`src/rtl/buffered_transmitter.sv`:
```
// buffered_transmitter: serial link transmitter with a small input FIFO.
// Frame on S_Data, one bit per cycle: start 1, DATA_W data bits LSB first,
// optional even-parity bit, stop 0. The line idles at 0.
// Optional feature: define BUFFERED_TX_PARITY_EN to add the parity bit.
module buffered_transmitter #(
  parameter int unsigned DATA_W = 55,
  parameter int unsigned DEPTH  = 2
) (
  input  logic              Clk_S,
  input  logic              Rst_n,
  input  logic [DATA_W-1:0] TX_Data,
  input  logic              TX_Data_Valid,
  output logic              TX_Ready,
  output logic              S_Data,
  output logic              Busy,
  output logic [7:0]        Frame_Cnt
);

  localparam int unsigned PTR_W = (DEPTH > 1) ? $clog2(DEPTH) : 1;
  localparam int unsigned CNT_W = PTR_W + 1;
  localparam int unsigned BIT_W = (DATA_W > 1) ? $clog2(DATA_W) : 1;

`ifdef BUFFERED_TX_PARITY_EN
  typedef enum logic [2:0] {
    ST_IDLE, ST_START, ST_DATA, ST_PARITY, ST_STOP
  } state_t;
`else
  typedef enum logic [2:0] {
    ST_IDLE, ST_START, ST_DATA, ST_STOP
  } state_t;
`endif

  state_t state_q, state_d;

  logic [DATA_W-1:0] mem [DEPTH];
  logic [PTR_W-1:0]  wr_ptr, rd_ptr;
  logic [CNT_W-1:0]  count_q, count_d;
  logic [DATA_W-1:0] shreg;
  logic [BIT_W-1:0]  bit_cnt;
  logic              push, pop, frame_done, line_d, fifo_nonempty, last_bit;

`ifdef BUFFERED_TX_PARITY_EN
  logic              parity_q;
`endif

  assign push          = TX_Data_Valid & TX_Ready;
  assign fifo_nonempty = (count_q != '0);
  assign last_bit      = (bit_cnt == BIT_W'(DATA_W - 1));

  // Occupancy after this edge; push and pop together leave it unchanged.
  always_comb begin
    count_d = count_q;
    case ({push, pop})
      2'b10:   count_d = count_q + CNT_W'(1);
      2'b01:   count_d = count_q - CNT_W'(1);
      default: count_d = count_q;
    endcase
  end

  // Next-state, pop decision and next line level.
  always_comb begin
    state_d    = state_q;
    pop        = 1'b0;
    frame_done = 1'b0;
    line_d     = 1'b0;
    case (state_q)
      ST_IDLE: begin
        if (fifo_nonempty) begin
          state_d = ST_START;
          pop     = 1'b1;
        end
      end
      ST_START: state_d = ST_DATA;
      ST_DATA: begin
        if (last_bit) begin
`ifdef BUFFERED_TX_PARITY_EN
          state_d = ST_PARITY;
`else
          state_d = ST_STOP;
`endif
        end
      end
`ifdef BUFFERED_TX_PARITY_EN
      ST_PARITY: state_d = ST_STOP;
`endif
      ST_STOP: begin
        frame_done = 1'b1;
        if (fifo_nonempty) begin
          state_d = ST_START;
          pop     = 1'b1;
        end else begin
          state_d = ST_IDLE;
        end
      end
      default: state_d = ST_IDLE;
    endcase

    case (state_d)
      ST_START: line_d = 1'b1;
      ST_DATA:  line_d = shreg[0];
`ifdef BUFFERED_TX_PARITY_EN
      ST_PARITY: line_d = parity_q;
`endif
      default:  line_d = 1'b0;
    endcase
  end

  // State register.
  always_ff @(posedge Clk_S or negedge Rst_n) begin
    if (!Rst_n) state_q <= ST_IDLE;
    else        state_q <= state_d;
  end

  // FIFO storage; contents are don't-care once the pointers are reset.
  always_ff @(posedge Clk_S) begin
    if (push) mem[wr_ptr] <= TX_Data;
  end

  // FIFO pointers, occupancy and the ready flag for the next edge.
  always_ff @(posedge Clk_S or negedge Rst_n) begin
    if (!Rst_n) begin
      wr_ptr   <= '0;
      rd_ptr   <= '0;
      count_q  <= '0;
      TX_Ready <= 1'b1;
    end else begin
      if (push) wr_ptr <= wr_ptr + PTR_W'(1);
      if (pop)  rd_ptr <= rd_ptr + PTR_W'(1);
      count_q  <= count_d;
      TX_Ready <= (count_d < CNT_W'(DEPTH));
    end
  end

  // Shift register loads on pop and shifts right on every cycle spent in DATA.
  always_ff @(posedge Clk_S or negedge Rst_n) begin
    if (!Rst_n) begin
      shreg   <= '0;
      bit_cnt <= '0;
    end else begin
      if (pop)                    shreg <= mem[rd_ptr];
      else if (state_d == ST_DATA) shreg <= shreg >> 1;
      if (state_q == ST_DATA && state_d == ST_DATA) bit_cnt <= bit_cnt + BIT_W'(1);
      else                                          bit_cnt <= '0;
    end
  end

`ifdef BUFFERED_TX_PARITY_EN
  // Even parity of the word being sent, captured when it leaves the FIFO.
  always_ff @(posedge Clk_S or negedge Rst_n) begin
    if (!Rst_n)   parity_q <= 1'b0;
    else if (pop) parity_q <= ^mem[rd_ptr];
  end
`endif

  // Registered line, busy flag and completed-frame counter.
  always_ff @(posedge Clk_S or negedge Rst_n) begin
    if (!Rst_n) begin
      S_Data    <= 1'b0;
      Busy      <= 1'b0;
      Frame_Cnt <= 8'd0;
    end else begin
      S_Data <= line_d;
      Busy   <= (state_d != ST_IDLE) || (count_d != '0);
      if (frame_done) Frame_Cnt <= Frame_Cnt + 8'd1;
    end
  end

endmodule

```
`config.mk`:
```
export PLATFORM = sky130hd
export DESIGN_NAME = buffered_transmitter
export DESIGN_NICKNAME = d
export VERILOG_FILES = /design/src/rtl/buffered_transmitter.sv
export SDC_FILE = /design/constraint.sdc
export NUM_CORES = 1
export LEC_CHECK = 0
export CORE_MARGIN = 2
export CORE_UTILIZATION = 45
export DETAILED_ROUTE_END_ITERATION = 6
export GPL_TIMING_DRIVEN = 0
export PLACE_DENSITY_LB_ADDON = 0.05
export SYNTH_ARGS = -nofsm -noshare
export SYNTH_HDL_FRONTEND = slang
export SYNTH_SLANG_ARGS = --single-unit
```
`constraint.sdc`:
```
create_clock -name Clk_S -period 3.4 [get_ports Clk_S]
set_input_delay 0.34 -clock Clk_S [delete_from_list [all_inputs] [get_ports Clk_S]]
set_output_delay 0.34 -clock Clk_S [all_outputs]
set_load 0.005 [all_outputs]
```
# Yosys cells after proc, flatten, opt, wreduce, memory -nomap -nowiden

Memory sizes are Yosys's and may differ from the RTL's.
Cells that the tools add are included.

Add/sub/neg operators: 6
$lt $le $gt $ge: 1
Equality and inequality tests: 8
Muxes and demuxes: 14
Bitwise gates (word level): 1
Reductions and logical operators: 8

Operators with widths:

| operator                                            | count |
|---|---|
| two-way mux 55 bit                                  | 2 |
| case mux 3 bit (4 select lines)                     | 1 |
| equality test 3 x 2 -> 1 bit, second input constant | 3 |
| adder 8 x 1 -> 8 bit, second input constant         | 1 |
| adder 6 x 1 -> 6 bit, second input constant         | 1 |
| equality test 3 x 1 -> 1 bit, second input constant | 2 |
| equality test 6 bit, second input constant          | 1 |
| two-way mux 1 bit                                   | 6 |
| two-way mux 3 bit                                   | 2 |
| two-way mux 6 bit                                   | 1 |
| nonzero test 2 bit                                  | 3 |
| case mux 2 bit (2 select lines)                     | 1 |
| logical NOT 3 bit                                   | 1 |
| nonzero test 3 bit                                  | 1 |
| adder 1 bit, second input constant                  | 2 |
| adder 2 x 1 -> 2 bit, second input constant         | 1 |
| equality test 2 x 1 -> 1 bit, second input constant | 1 |
| equality test 2 bit, second input constant          | 1 |
| < comparator 2 bit, second input constant           | 1 |
| case mux 1 bit (2 select lines)                     | 1 |
| OR reduction 2 bit                                  | 1 |
| subtractor 2 x 1 -> 2 bit, second input constant    | 1 |
| bitwise AND 1 bit                                   | 1 |
| logical AND 1 bit                                   | 1 |
| logical OR 1 bit                                    | 1 |

Register bits: 79
Bits in writable memories: 110
Output and inout port bits: 11
Logic and storage cells: 49
Memories kept: 1

Memory list:

| memory | depth | width | read ports | clocked after Yosys merged registers in | wr ports | line | source |
|---|---|---|---|---|---|---|---|
| mem    | 2     | 55    | 1          | 0                                       | 1        | 35   | `logic [DATA_W-1:0] mem [DEPTH];` |

# Depth between registers and ports, before layout

Depth after elaboration: 7
Mapped depth: 9
Gate-level depth less buffers: 8

# Least setup slack after synthesis

No wires, ideal clock.

Kind: reg2reg
Start point: register TX_Ready
End point: memory mem[0][0] (enable)
Arrival: 2.934 ns
Required time: 2.932 ns
Slack: -0.002 ns
Stages on the path, launching flop included: 3
Buffers on the path: 0
Cells stage by stage: dfstp_2 > nand2_1 > nor2_1

Word-level cells in the longest chain between the ends: 3

RTL lines:

| what                                    | line | source |
|---|---|---|
| start: declaration                      | 13   | `output logic TX_Ready,` |
| start signal: assignment                | 130  | `TX_Ready <= (count_d < CNT_W'(DEPTH));` |
| bitwise AND 1 bit                       | 46   | `assign push = TX_Data_Valid & TX_Ready;` |
| two-way mux 1 bit                       | 116  | `if (push) mem[wr_ptr] <= TX_Data;` |
| two-way mux 1 bit (not written as such) | 116  |  |
| end: declaration                        | 35   |  |

Every way passes these cells.

# Worst setup path after layout

Start point: register state_q[0]
End point: register Busy

Word-level cells in the longest chain between the ends: 7
Elaborated cells between the ends (all ways): 15

RTL lines:

| what                                                                       | line | source |
|---|---|---|
| start: declaration                                                         | 33   | `state_t state_q, state_d;` |
| start signal: assignment                                                   | 111  | `else state_q <= state_d;` |
| equality test 3 x 2 -> 1 bit / logical NOT 3 bit (equally long branches)   | 66   | `case (state_q)` |
| OR reduction 2 bit (no source line) (*)                                    | n/a  |  |
| two-way mux 1 bit (*)                                                      | n/a  |  |
| via pop                                                                    | 40   | `logic push, pop, frame_done, line_d, fifo_nonempty, last_bit;` |
| equality test 2 x 1 -> 1 bit / equality test 2 bit (equally long branches) | 53   | `case ({push, pop})` |
| case mux 2 bit (2 select lines) (*)                                        | 53   |  |
| nonzero test 2 bit (*)                                                     | 163  | `Busy <= (state_d != ST_IDLE) \|\| (count_d != '0);` |
| logical OR 1 bit (*)                                                       | 163  |  |
| end signal: assignment                                                     | 163  |  |
| end: declaration                                                           | 15   | `output logic Busy,` |

The timed path passes the listed nets; every way through them passes the cells marked *.
A chain may end at the register's enable or synchronous reset.

==> flow_summary.ini <==
[global_route]
grtUsageMet2 = 0.2619
grt_use_total = 0.1619
use_met1 = 0.2104
antenna_found_initial = 0
grt_overflow = 0
grt_pass1_vias = 4124
grt_max_degree = 42
met3_usage = 0.04194
grt_pass1_wl_um = 20670
grt-busiest-layer = met2

[placed_design]
io_buffers = 68
place_area_um2 = 8243
dp_hpwl_um = 8183
dp.cells = 732
place_congestion = 0.7067
dp_slack_ps = 1055

[clock_tree]
clk_pin_slew_ps = 60
insertion_delay_ps = 430
htreeDepth = 4
cts.sinks = 189
postCtsSetupBuffers = 0
ctsResizeCount = 0
cts_tree = built
cts_buffers = 17
cts-root-buf = clkbuf_16
clock_path_buffers = 2

[floorplan]
dieArea_um2 = 17090
die_h_um = 130.7
initial_core_util = 0.4582
core-area_um2 = 15770
row_count = 46
die_x_um = 130.7
ioPinCount = 69

[worst_setup_path]
crit_path_end_kind = flip-flop
r2r-start = state_q[0]
criticalPathCategory = flip-flop to flip-flop
required_ps = 3700
start_kind = flip-flop
r2r-end = Busy
cp.arrival_ps = 2640
ff2ff_setup_slack_ps = 1060
cp_max_fo = 5
reg2regPathDepth = 9

[detailed_routing]
drc = 0
ant_nets = 0
firstDrtPassIters = 4
routedWlPerCell_um = 16.53
routed_wl_um = 12640
initialDrtViolationCount = 275
viasPerCell = 5.165
vias = 3951

[min_path]
hp-class = input port to asynchronous set/reset pin

[layout]
finalNetCount = 598
regArea_um2 = 5281
antenna_cells = 0
multiInputGateArea_um2 = 1748
fillers = 1290
final_cells = 765
layout-drive-gt1-share = 0.1111
fin_area_um2 = 8889
area_delta_synth_final_pct = 23.01

[timing]
period_needed_ps = 2343
drv_slew = 0
rsz0062_at_grt = no
fin_crit_sh = 0.6890
max_freq_mhz = 426.9
tightest_slew_ps = 816.6
finalSetupTns_ps = 0
worst_slack_ps = 1057
holdWs_ps = 429.5
fin_worst_skew_ps = 8.980
setup_viol = 0
finalHoldViolCount = 0
slew_headroom = 0.4543

[yosys]
netlist_top_cells_area = edfxtp_1 46%, dfrtp_1 27%, mux2i_1 7.6%
synth_top_area_cell = edfxtp_1
ys_warn_count = 0
ys_seq_area_frac = 0.7309
synth.top_cell.area_share = 0.4571
syn_area_um2 = 7226
synth_async_sr_flop_share = 0.4180
synth_cell_types = 35
ys_seq_elements = 189
post_synth.cell_area_avg_um2 = 16.24
ys.flop_type = edfxtp_1
syn_inst = 445
syn_nets = 507
synth-edff-count = 110

[job]
drv_cap = 0

[run_status]
status = finished, final reports clean

[power]
ir_drop_uv = 398.2
power_density_nw_per_um2 = 895.0
p_leak_nw = 3.495
[per-stage QoR]
step | total power [mW] | utilization
after floorplan | 5.232 | -
after global placement | 5.858 | 0.5186
after detailed placement | 5.952 | 0.5227
after CTS | 8.061 | 0.5636
after global routing | 8.429 | 0.5636
final | 7.955 | 0.5636
[registers in the layout, summed over array words and instances (netlist names)]
name,flops
Busy,1
rd_ptr,1
S_Data,1
TX_Ready,1
bit_cnt,6
mem,110
count_q,2
shreg,55
Frame_Cnt,8
wr_ptr,1
state_q,3
[layer usage]
layer,up-vias,share of wire
met5,-,0
met4,0,0.016
met3,16,0.038
met2,84,0.49
met1,1984,0.45
li1,1867,-
[cells in the final DEF, fill, tap and decap left out, types with 10 or more instances in the layout]
cell	n
dfrtp_1	78
buf_6	12
edfxtp_1	110
nand2_1	10
mux2i_1	55
a221o_1	54
nor2_1	65
clkdlybuf4s50_1	67
xnor2_1	11
clkbuf_16	20
[final cells by class]
class,count,share of cell area
Clock inverter,11,0.01365
Clock buffer,21,0.05785
Sequential cell,189,0.5942
Timing Repair Buffer,72,0.08418
Inverter,4,0.002252
Tap cell,216,0.03041
Multi-Input combinational cell,228,0.1967
Buffer,24,0.02083
[cell families (layout without fill, tap and decap cells)]
logic type / Yosys count / after routing / synth area share
xor gates and xnor gates: 17 / 17 / 0.02061
buffers and inverters: 28 / 132 / 0.02840
AOI/OAI and AO/OA: 59 / 59 / 0.08121
and+or+nand+nor: 91 / 91 / 0.05368
DFF: 189 / 189 / 0.7309
adders and majority gates: 4 / 4 / 0.006927
muxes: 56 / 56 / 0.07775
other: 1 / 1 / 0.0005190
[worst max-delay path by stage]
| stage | startpoint | end | slack [ps] |
|---|---|---|---|
| 6_report | state_q[0] | Busy | 1060 |
| 3_3_place_gp | Rst_n | shreg[33] | -790 |
| 4_1_cts | state_q[0] | Busy | 1030 |
| 5_1_grt | state_q[0] | Busy | 930 |
| 3_5_place_dp | state_q[0] | Busy | 1060 |
| 2_1_floorplan | TX_Ready | mem[0][0] | 910 |
[cell usage after synthesis, types with 2 or more instances]
cell / instances
ha_1: 4
edfxtp_1: 110
buf_1: 2
xor2_1: 6
a221o_1: 54
nand2_1: 10
xnor2_1: 11
nand3_1: 2
nor2_1: 66
inv_1: 3
dfrtp_1: 78
and3_1: 3
buf_2: 4
buf_6: 12
clkbuf_1: 6
mux2i_1: 55
[critical path, stage by stage (launching register included)]
cell and delay (ps):
dfrtp_1 430, xor2_1 190, or3_1 360, buf_6 150, inv_6 60, ha_1 150
xnor2_1 110, nor2_1 60, xnor2_1 230, or4b_1 470
[power by group]
| part | switching [mW] | internal, mW | leakage, nW |
|---|---|---|---|
| Sequential | 0.301 | 3.14 | 2.00 |
| Combinational | 1.23 | 1.19 | 1.18 |
| Clock | 0.851 | 1.24 | 0.316 |
[what timing repair did]
item | CTS | global route
hold buffers | 1 | 0
endpoints found under the hold margin | 37 | 0
setup endpoints to repair | 0 | 0
(Power assumes the default switching activity.)
